--- src/rtl/serial_add_ctrl.sv ---
// Bit-serial adder controller: one full-adder slice (two half adders) reused
// LSB-first over WIDTH cycles, with a start/busy/done handshake.

module half_adder (
  input  logic x,
  input  logic y,
  output logic s,
  output logic c
);
  assign s = x ^ y;
  assign c = x & y;
endmodule

module serial_add_ctrl #(
  parameter int unsigned WIDTH = 4
) (
  input  logic             clk,
  input  logic             rst_n,
  input  logic             start,
  input  logic [WIDTH-1:0] a,
  input  logic [WIDTH-1:0] b,
  input  logic             cin,
  output logic             busy,
  output logic             done,
  output logic [WIDTH-1:0] sum,
  output logic             cout
);

  localparam int unsigned CW = (WIDTH > 1) ? $clog2(WIDTH) : 1;
  localparam logic [CW-1:0] CNT_LAST = CW'(WIDTH - 1);

  typedef enum logic [1:0] {
    IDLE = 2'd0,
    RUN  = 2'd1,
    DONE = 2'd2
  } state_t;

  state_t           state;
  logic [WIDTH-1:0] sa;
  logic [WIDTH-1:0] sb;
  logic [WIDTH-1:0] acc;
  logic [WIDTH-1:0] acc_next;
  logic             carry;
  logic [CW-1:0]    cnt;
  logic             s0, c0, s1, c1;

  half_adder ha0 (.x(sa[0]), .y(sb[0]), .s(s0), .c(c0));
  half_adder ha1 (.x(s0),    .y(carry), .s(s1), .c(c1));

  // New sum bit enters at the MSB so the LSB-first result lands aligned
  // after WIDTH shifts; written this way so WIDTH=1 needs no special case.
  always_comb begin
    acc_next            = acc >> 1;
    acc_next[WIDTH-1]   = s1;
  end

  always_ff @(posedge clk) begin
    if (!rst_n) begin
      state <= IDLE;
      busy  <= 1'b0;
      done  <= 1'b0;
      sum   <= '0;
      cout  <= 1'b0;
      carry <= 1'b0;
      cnt   <= '0;
      sa    <= '0;
      sb    <= '0;
      acc   <= '0;
    end else begin
      done <= 1'b0;
      case (state)
        IDLE: begin
          if (start) begin
            state <= RUN;
            busy  <= 1'b1;
            sa    <= a;
            sb    <= b;
            carry <= cin;
            cnt   <= '0;
          end
        end
        RUN: begin
          acc   <= acc_next;
          carry <= c0 | c1;
          sa    <= sa >> 1;
          sb    <= sb >> 1;
          // Counter holds at its last value instead of wrapping.
          if (cnt == CNT_LAST) begin
            state <= DONE;
          end else begin
            cnt <= cnt + 1'b1;
          end
        end
        DONE: begin
          sum   <= acc;
          cout  <= carry;
          done  <= 1'b1;
          busy  <= 1'b0;
          state <= IDLE;
        end
        default: begin
          state <= IDLE;
          busy  <= 1'b0;
        end
      endcase
    end
  end

endmodule
--- config.mk ---
export PLATFORM = sky130hd
export DESIGN_NAME = serial_add_ctrl
export DESIGN_NICKNAME = d
export VERILOG_FILES = /design/src/rtl/serial_add_ctrl.sv
export SDC_FILE = /design/constraint.sdc
export NUM_CORES = 1
export LEC_CHECK = 0
export ABC_CLOCK_PERIOD_IN_PS = 2740
export BUFFER_PORTS_ARGS = -buffer_cell sky130_fd_sc_hd__buf_2
export CAP_MARGIN = 20
export CORE_MARGIN = 2
export CORE_UTILIZATION = 45
export CTS_CLUSTER_DIAMETER = 120
export CTS_CLUSTER_SIZE = 16
export DETAILED_ROUTE_END_ITERATION = 7
export GPL_TIMING_DRIVEN = 0
export PLACE_DENSITY = 0.67
export SKIP_LAST_GASP = 1
export SYNTH_ARGS = -nofsm -noshare
export SYNTH_HDL_FRONTEND = slang
export SYNTH_SLANG_ARGS = --single-unit
--- constraint.sdc ---
create_clock -name clk -period 2.74 [get_ports clk]
set_clock_uncertainty 0.2 [all_clocks]
set_input_delay 0.274 -clock clk [delete_from_list [all_inputs] [get_ports clk]]
set_output_delay 0.274 -clock clk [all_outputs]
set_load 0.05 [all_outputs]
## Yosys cells after proc, flatten, opt, wreduce, memory -nomap -nowiden

Index checks and enable logic that the tools add are counted.

| cells by class | value |
|---|---|
| bitwise logic cells | 6 |
| reductions and logical operators | 6 |
| mux-type cells | 15 |
| eq/ne operators | 6 |
| $add $sub $neg | 1 |

Operator list:

| kind | number |
|---|---|
| 4-bit case mux with 2 select lines | 2 |
| 2-bit two-way mux | 4 |
| 4-bit two-way mux | 2 |
| 2-bit case mux with 2 select lines | 2 |
| 2-bit != test, second input constant | 3 |
| 2-bit AND reduction | 3 |
| 2-bit equality test, second input constant | 2 |
| 1-bit case mux with 2 select lines | 2 |
| 1-bit two-way mux | 3 |
| 3-bit AND reduction | 1 |
| 2-bit by 1-bit adder with 2-bit output, second input constant | 1 |
| 1-bit AND | 2 |
| 2-bit by 1-bit equality test with 1-bit output, second input constant | 1 |
| 2-bit logical NOT | 1 |
| 2-bit nonzero test | 1 |
| 1-bit XOR | 2 |
| 1-bit inverter | 1 |
| 1-bit bitwise OR | 1 |

| word-level totals | value |
|---|---|
| input port bits | 12 |
| output and inout bits | 7 |
| flip-flop bits (word level) | 24 |
| logic and storage cells | 44 |

## Depth between registers and ports, before layout

| depth | value |
|---|---|
| word-level depth | 4 |
| mapped depth | 5 |

## Cells and area by module

A second synthesis with hierarchy kept.

| second synthesis, totals | value |
|---|---|
| cell total of the unflattened synthesis | 100 |
| area, all modules | 1,054.8 um2 |

Modules (own cells, without submodules):

| module | sequential area each (um2) | area an instance (um2) | cells an instance | times used |
|---|---|---|---|---|
| serial_add_ctrl | 480.5 | 1,029.7 | 98 | 1 |
| half_adder | 0.0 | 12.5 | 1 | 2 |

## Least setup slack after synthesis

OpenSTA, ideal clock, no wires.

| timing | value |
|---|---|
| path kind | flip-flop to flip-flop |
| start | register carry |
| end | register carry |
| required time | 2.400 ns |
| slack | 1.448 ns |
| stages on the path, launching flop included | 4 |
| data arrival time | 0.951 ns |
| path buffers | 0 |
| period minus slack after synthesis | 1.292 ns |
| cells stage by stage | dfxtp_1 fa_1 mux2i_1 a211oi_2 |

| between the ends | value |
|---|---|
| word-level cells in the longest chain between the ends | 3 |

Ends and longest elaborated chain:

| what | line | source |
|---|---|---|
| start, declared | 43 | `logic carry;` |
| start signal, assigned | 78 | `carry <= cin;` |
| start signal, assigned | 84 | `carry <= c0 \| c1;` |
| 1-bit AND | 11 | `assign c = x & y;` |
| 1-bit bitwise OR | 84 |  |
| 1-bit case mux with 2 select lines | 71 | `case (state)` |

Every way passes these cells.
A chain may end at the register's enable or synchronous reset.

## Final worst setup path

| timing | value |
|---|---|
| start | input rst_n |
| end | register sum[1] |

RTL lines:

| what | line | source |
|---|---|---|
| start, declared | 18 | `input logic rst_n,` |
| end signal, assigned | 62 | `sum <= '0;` |
| end signal, assigned | 95 | `sum <= acc;` |
| end, declared | 25 | `output logic [WIDTH-1:0] sum,` |

No word-level cell between the ends.

==> flow_results.xml <==
<?xml version="1.0" encoding="UTF-8"?>
<metrics>
  <group name="status">
    <metric name="status" unit="">finished, final reports clean</metric>
  </group>
  <group name="floorplan">
    <metric name="die_height" unit="µm">52.0</metric>
    <metric name="full_die_area" unit="µm²">2710</metric>
    <metric name="floorplan.rows" unit="">17</metric>
    <metric name="chipWidth" unit="µm">52.0</metric>
    <metric name="initial_utilization" unit="">0.473</metric>
    <metric name="floorplan.core_area" unit="µm²">2190</metric>
    <metric name="ioPinCount" unit="">19</metric>
  </group>
  <group name="critical_path">
    <metric name="worst_ep_required_time" unit="ns">2.73</metric>
    <metric name="critical_path_buf_inv_count" unit="">4</metric>
    <metric name="timing.critical_path.from_type" unit="">primary input</metric>
    <metric name="rr_endpoint" unit="">sum[1]</metric>
    <metric name="timing.rr.start" unit="">state[1]</metric>
    <metric name="cp_cell_sequence" unit="">dlygate4sd3_1 -&gt; buf_2 -&gt; inv_1 -&gt; buf_1 -&gt; nor2_1</metric>
    <metric name="critPathMaxStageDelay" unit="ns">0.53</metric>
    <metric name="critical_path_end_type" unit="">register</metric>
    <metric name="critical-path-top-delay-family" unit="">buffers and inverters</metric>
    <metric name="timing.reg2reg.worst_path_depth" unit="">4</metric>
    <metric name="worstPathMaxFanout" unit="">10</metric>
    <metric name="crit_start" unit="">rst_n</metric>
    <metric name="r2r_setup_slk" unit="ns">1.35</metric>
    <metric name="cp.arrival" unit="ns">1.67</metric>
    <metric name="cpMaxStageDelayCell" unit="">dlygate4sd3_1</metric>
    <metric name="timing.setup.critical_path_class" unit="">in2reg</metric>
  </group>
  <group name="detailed_routing">
    <metric name="final_antenna_violating_net_count" unit="">0</metric>
    <metric name="highest_layer" unit="">met4</metric>
    <metric name="met3RoutedLength" unit="µm">50</metric>
    <metric name="met2_length" unit="µm">896</metric>
    <metric name="drtPass1Iterations" unit="">4</metric>
    <metric name="postRouteWirelength" unit="mm">1.85</metric>
    <metric name="drt_drc_violations_left" unit="">0</metric>
    <metric name="detail_route.wl_per_cell" unit="µm">12.3</metric>
    <metric name="drt_iter0_drc" unit="">7</metric>
    <metric name="post_drt_via_cell_ratio" unit="">5.01</metric>
    <metric name="met1Wirelength" unit="µm">876</metric>
    <metric name="route.vias.total" unit="">752</metric>
  </group>
  <group name="yosys">
    <metric name="synth-edff-count" unit="">0</metric>
    <metric name="synth_cell_type_count" unit="">28</metric>
    <metric name="syn-instance-count" unit="">97</metric>
    <metric name="synth_sequential_area_ratio" unit="">0.463</metric>
    <metric name="synth_fp_nets" unit="">111</metric>
    <metric name="ys_seq_elements" unit="">24</metric>
    <metric name="synth_warnings" unit="">0</metric>
    <metric name="postSynth.asyncResetShare" unit="">0</metric>
    <metric name="syn_avg_cell_area" unit="µm²">10.7</metric>
    <metric name="synth_top_flop_cell" unit="">dfxtp_1</metric>
    <metric name="synth.cell_area" unit="µm²">1040</metric>
  </group>
  <group name="hold_path">
    <metric name="endpoint_of_the_worst_hold_timing_path" unit="">busy</metric>
    <metric name="timing.hold.worst.class" unit="">in2reg</metric>
    <metric name="min_from" unit="">start</metric>
    <metric name="holdPathStages" unit="">3</metric>
  </group>
  <group name="final_layout">
    <metric name="final_core_utilization" unit="">0.568</metric>
    <metric name="mostFrequentLayoutCell" unit="">dfxtp_1</metric>
    <metric name="most_frequent_cells_in_the_layout" unit="">24 x dfxtp_1, 19 x buf_2, 16 x mux2i_1, 16 x nor2_1, 7 x a211oi_2</metric>
    <metric name="antennaDiodeCount" unit="">0</metric>
    <metric name="area_growth_syn_to_layout" unit="%">20.0</metric>
    <metric name="drive_gt1_frac" unit="">0.311</metric>
    <metric name="num-nets-final" unit="">137</metric>
  </group>
  <group name="sta">
    <metric name="finalHoldViolations" unit="">0</metric>
    <metric name="min_period" unit="ns">1.68</metric>
    <metric name="finalSetupViolCount" unit="">0</metric>
    <metric name="setup_tns" unit="ns">0</metric>
    <metric name="worst_slew_margin_rel" unit="">0.581</metric>
    <metric name="report.final.slew_viol_count" unit="">0</metric>
    <metric name="final_cycle_utilization_of_the_critical_path" unit="">0.611</metric>
    <metric name="timing_worst_slew_pin_value" unit="ns">0.628</metric>
    <metric name="max_freq" unit="GHz">0.597</metric>
    <metric name="rsz0062_at_grt" unit="">no</metric>
  </group>
  <group name="clock_network">
    <metric name="clock_tree_from_tritoncts" unit="">done</metric>
    <metric name="cts.root.buffer_cell" unit="">clkbuf_4</metric>
    <metric name="cts_buffers" unit="">3</metric>
    <metric name="clk_path_buf_depth" unit="">2</metric>
    <metric name="cts-htree-levels" unit="">1</metric>
    <metric name="worst_skew_pair.late_latency" unit="ns">0.31</metric>
    <metric name="clkSinkCount" unit="">24</metric>
    <metric name="cts.clk_slew.worst_paths" unit="ns">0.13</metric>
    <metric name="post_cts_resize_count" unit="">0</metric>
  </group>
  <group name="grt">
    <metric name="gr_ovfl_total" unit="">0</metric>
    <metric name="grt_usage" unit="">0.160</metric>
    <metric name="grt_pass1_wl" unit="mm">3.14</metric>
    <metric name="pin_count_of_the_biggest_net_entering_global_routing" unit="">15</metric>
    <metric name="first_global_vias" unit="">731</metric>
    <metric name="antenna_found_initial" unit="">0</metric>
  </group>
  <group name="power">
    <metric name="peakVddDrop" unit="mV">0.506</metric>
    <metric name="post-layout-total-power" unit="mW">0.724</metric>
    <metric name="static-leakage-power" unit="nW">0.525</metric>
    <metric name="power_density" unit="nW/µm²">582</metric>
  </group>
  <group name="job">
    <metric name="max-cap-violations" unit="">0</metric>
  </group>
  <group name="placed_design">
    <metric name="dpl.hpwl" unit="mm">1.38</metric>
    <metric name="portBuffers" unit="">18</metric>
    <metric name="place.gp.congestion" unit="">0.673</metric>
  </group>
</metrics>
[cells by family after synthesis]
| group | share of synthesized area |
|---|---|
| muxes | 0.154 |
| and+or+nand+nor | 0.138 |
| adders and majority gates | 0.0314 |
| AOI/OAI and AO/OA | 0.151 |
| buffers and inverters | 0.0627 |
| DFF | 0.463 |
[power breakdown]
group          switching, mW  internal, mW
sequential            0.0118         0.366
combinational         0.0497        0.0464
clock                  0.102         0.148
total                  0.164         0.561
[cells in the mapped netlist, types with 2 or more instances]
cell type,instances,area (µm²)
a22oi_1,2,15.0
dfxtp_1,24,480
a211oi_2,7,87.6
nor2_2,3,18.8
nand2_1,2,7.51
inv_1,2,7.51
nor2b_1,2,12.5
a21oi_1,2,10.0
buf_6,2,22.5
nand3_1,2,10.0
nor2_1,16,60.1
mux2i_1,16,160
a31oi_1,2,12.5
[area by class of cell]
type / instances / area, µm²
plain buffers: 7 / 57.6
clock buffers: 3 / 22.5
clock inverters: 1 / 30.0
fillers: 203 / 946
inverters: 2 / 7.51
multi-input cells: 64 / 492
flip-flops and latches: 24 / 480
well taps: 28 / 35.0
repair buffers: 21 / 120
[metrics by stage]
stage          worst slack, ns  hold slack [ns]  std cells  cell area, µm²
6_report                  1.06           0.0999        150            1240
5_1_grt                  0.989            0.102        150            1240
4_1_cts                   1.06            0.102        150            1240
3_5_place_dp              1.27            0.282        143            1160
3_3_place_gp              1.28            0.270        143            1160
2_1_floorplan             1.45            0.196         97            1040
[worst reg2reg max path: cells and delay by family, from the launching register on]
| family | cells | cell delay (ns) |
|---|---|---|
| AND/OR/NAND/NOR | 2 | 0.23 |
| multiplexers | 1 | 0.20 |
| buffers and inverters | 1 | 0.17 |
| flip-flops | 1 | 0.48 |
[flip-flops by register name, summed over array words and instances (netlist names)]
signal  cells
sa          4
cout        1
busy        1
carry       1
cnt         2
state       2
done        1
sb          4
sum         4
acc         4
[timing repair]
| action | 4_1_cts | 5_1_grt |
|---|---|---|
| setup buffers | 0 | 0 |
| hold endpoints to repair | 3 | 0 |
| hold buffers | 3 | 0 |
[worst max path at each step]
stage | cells past startpoint | endpoint
2_1_floorplan | 3 | carry
3_3_place_gp | 4 | busy
6_report | 5 | sum[1]
4_1_cts | 5 | sum[1]
5_1_grt | 5 | cnt[1]
3_5_place_dp | 4 | sum[1]
[routing by layer]
metal	global-route usage	vias to the layer above
li1	-	386
met5	0	-
met2	0.276	10
met4	0.0789	0
met1	0.185	352
met3	0.0345	4
Power figures use the tool's default switching activity.
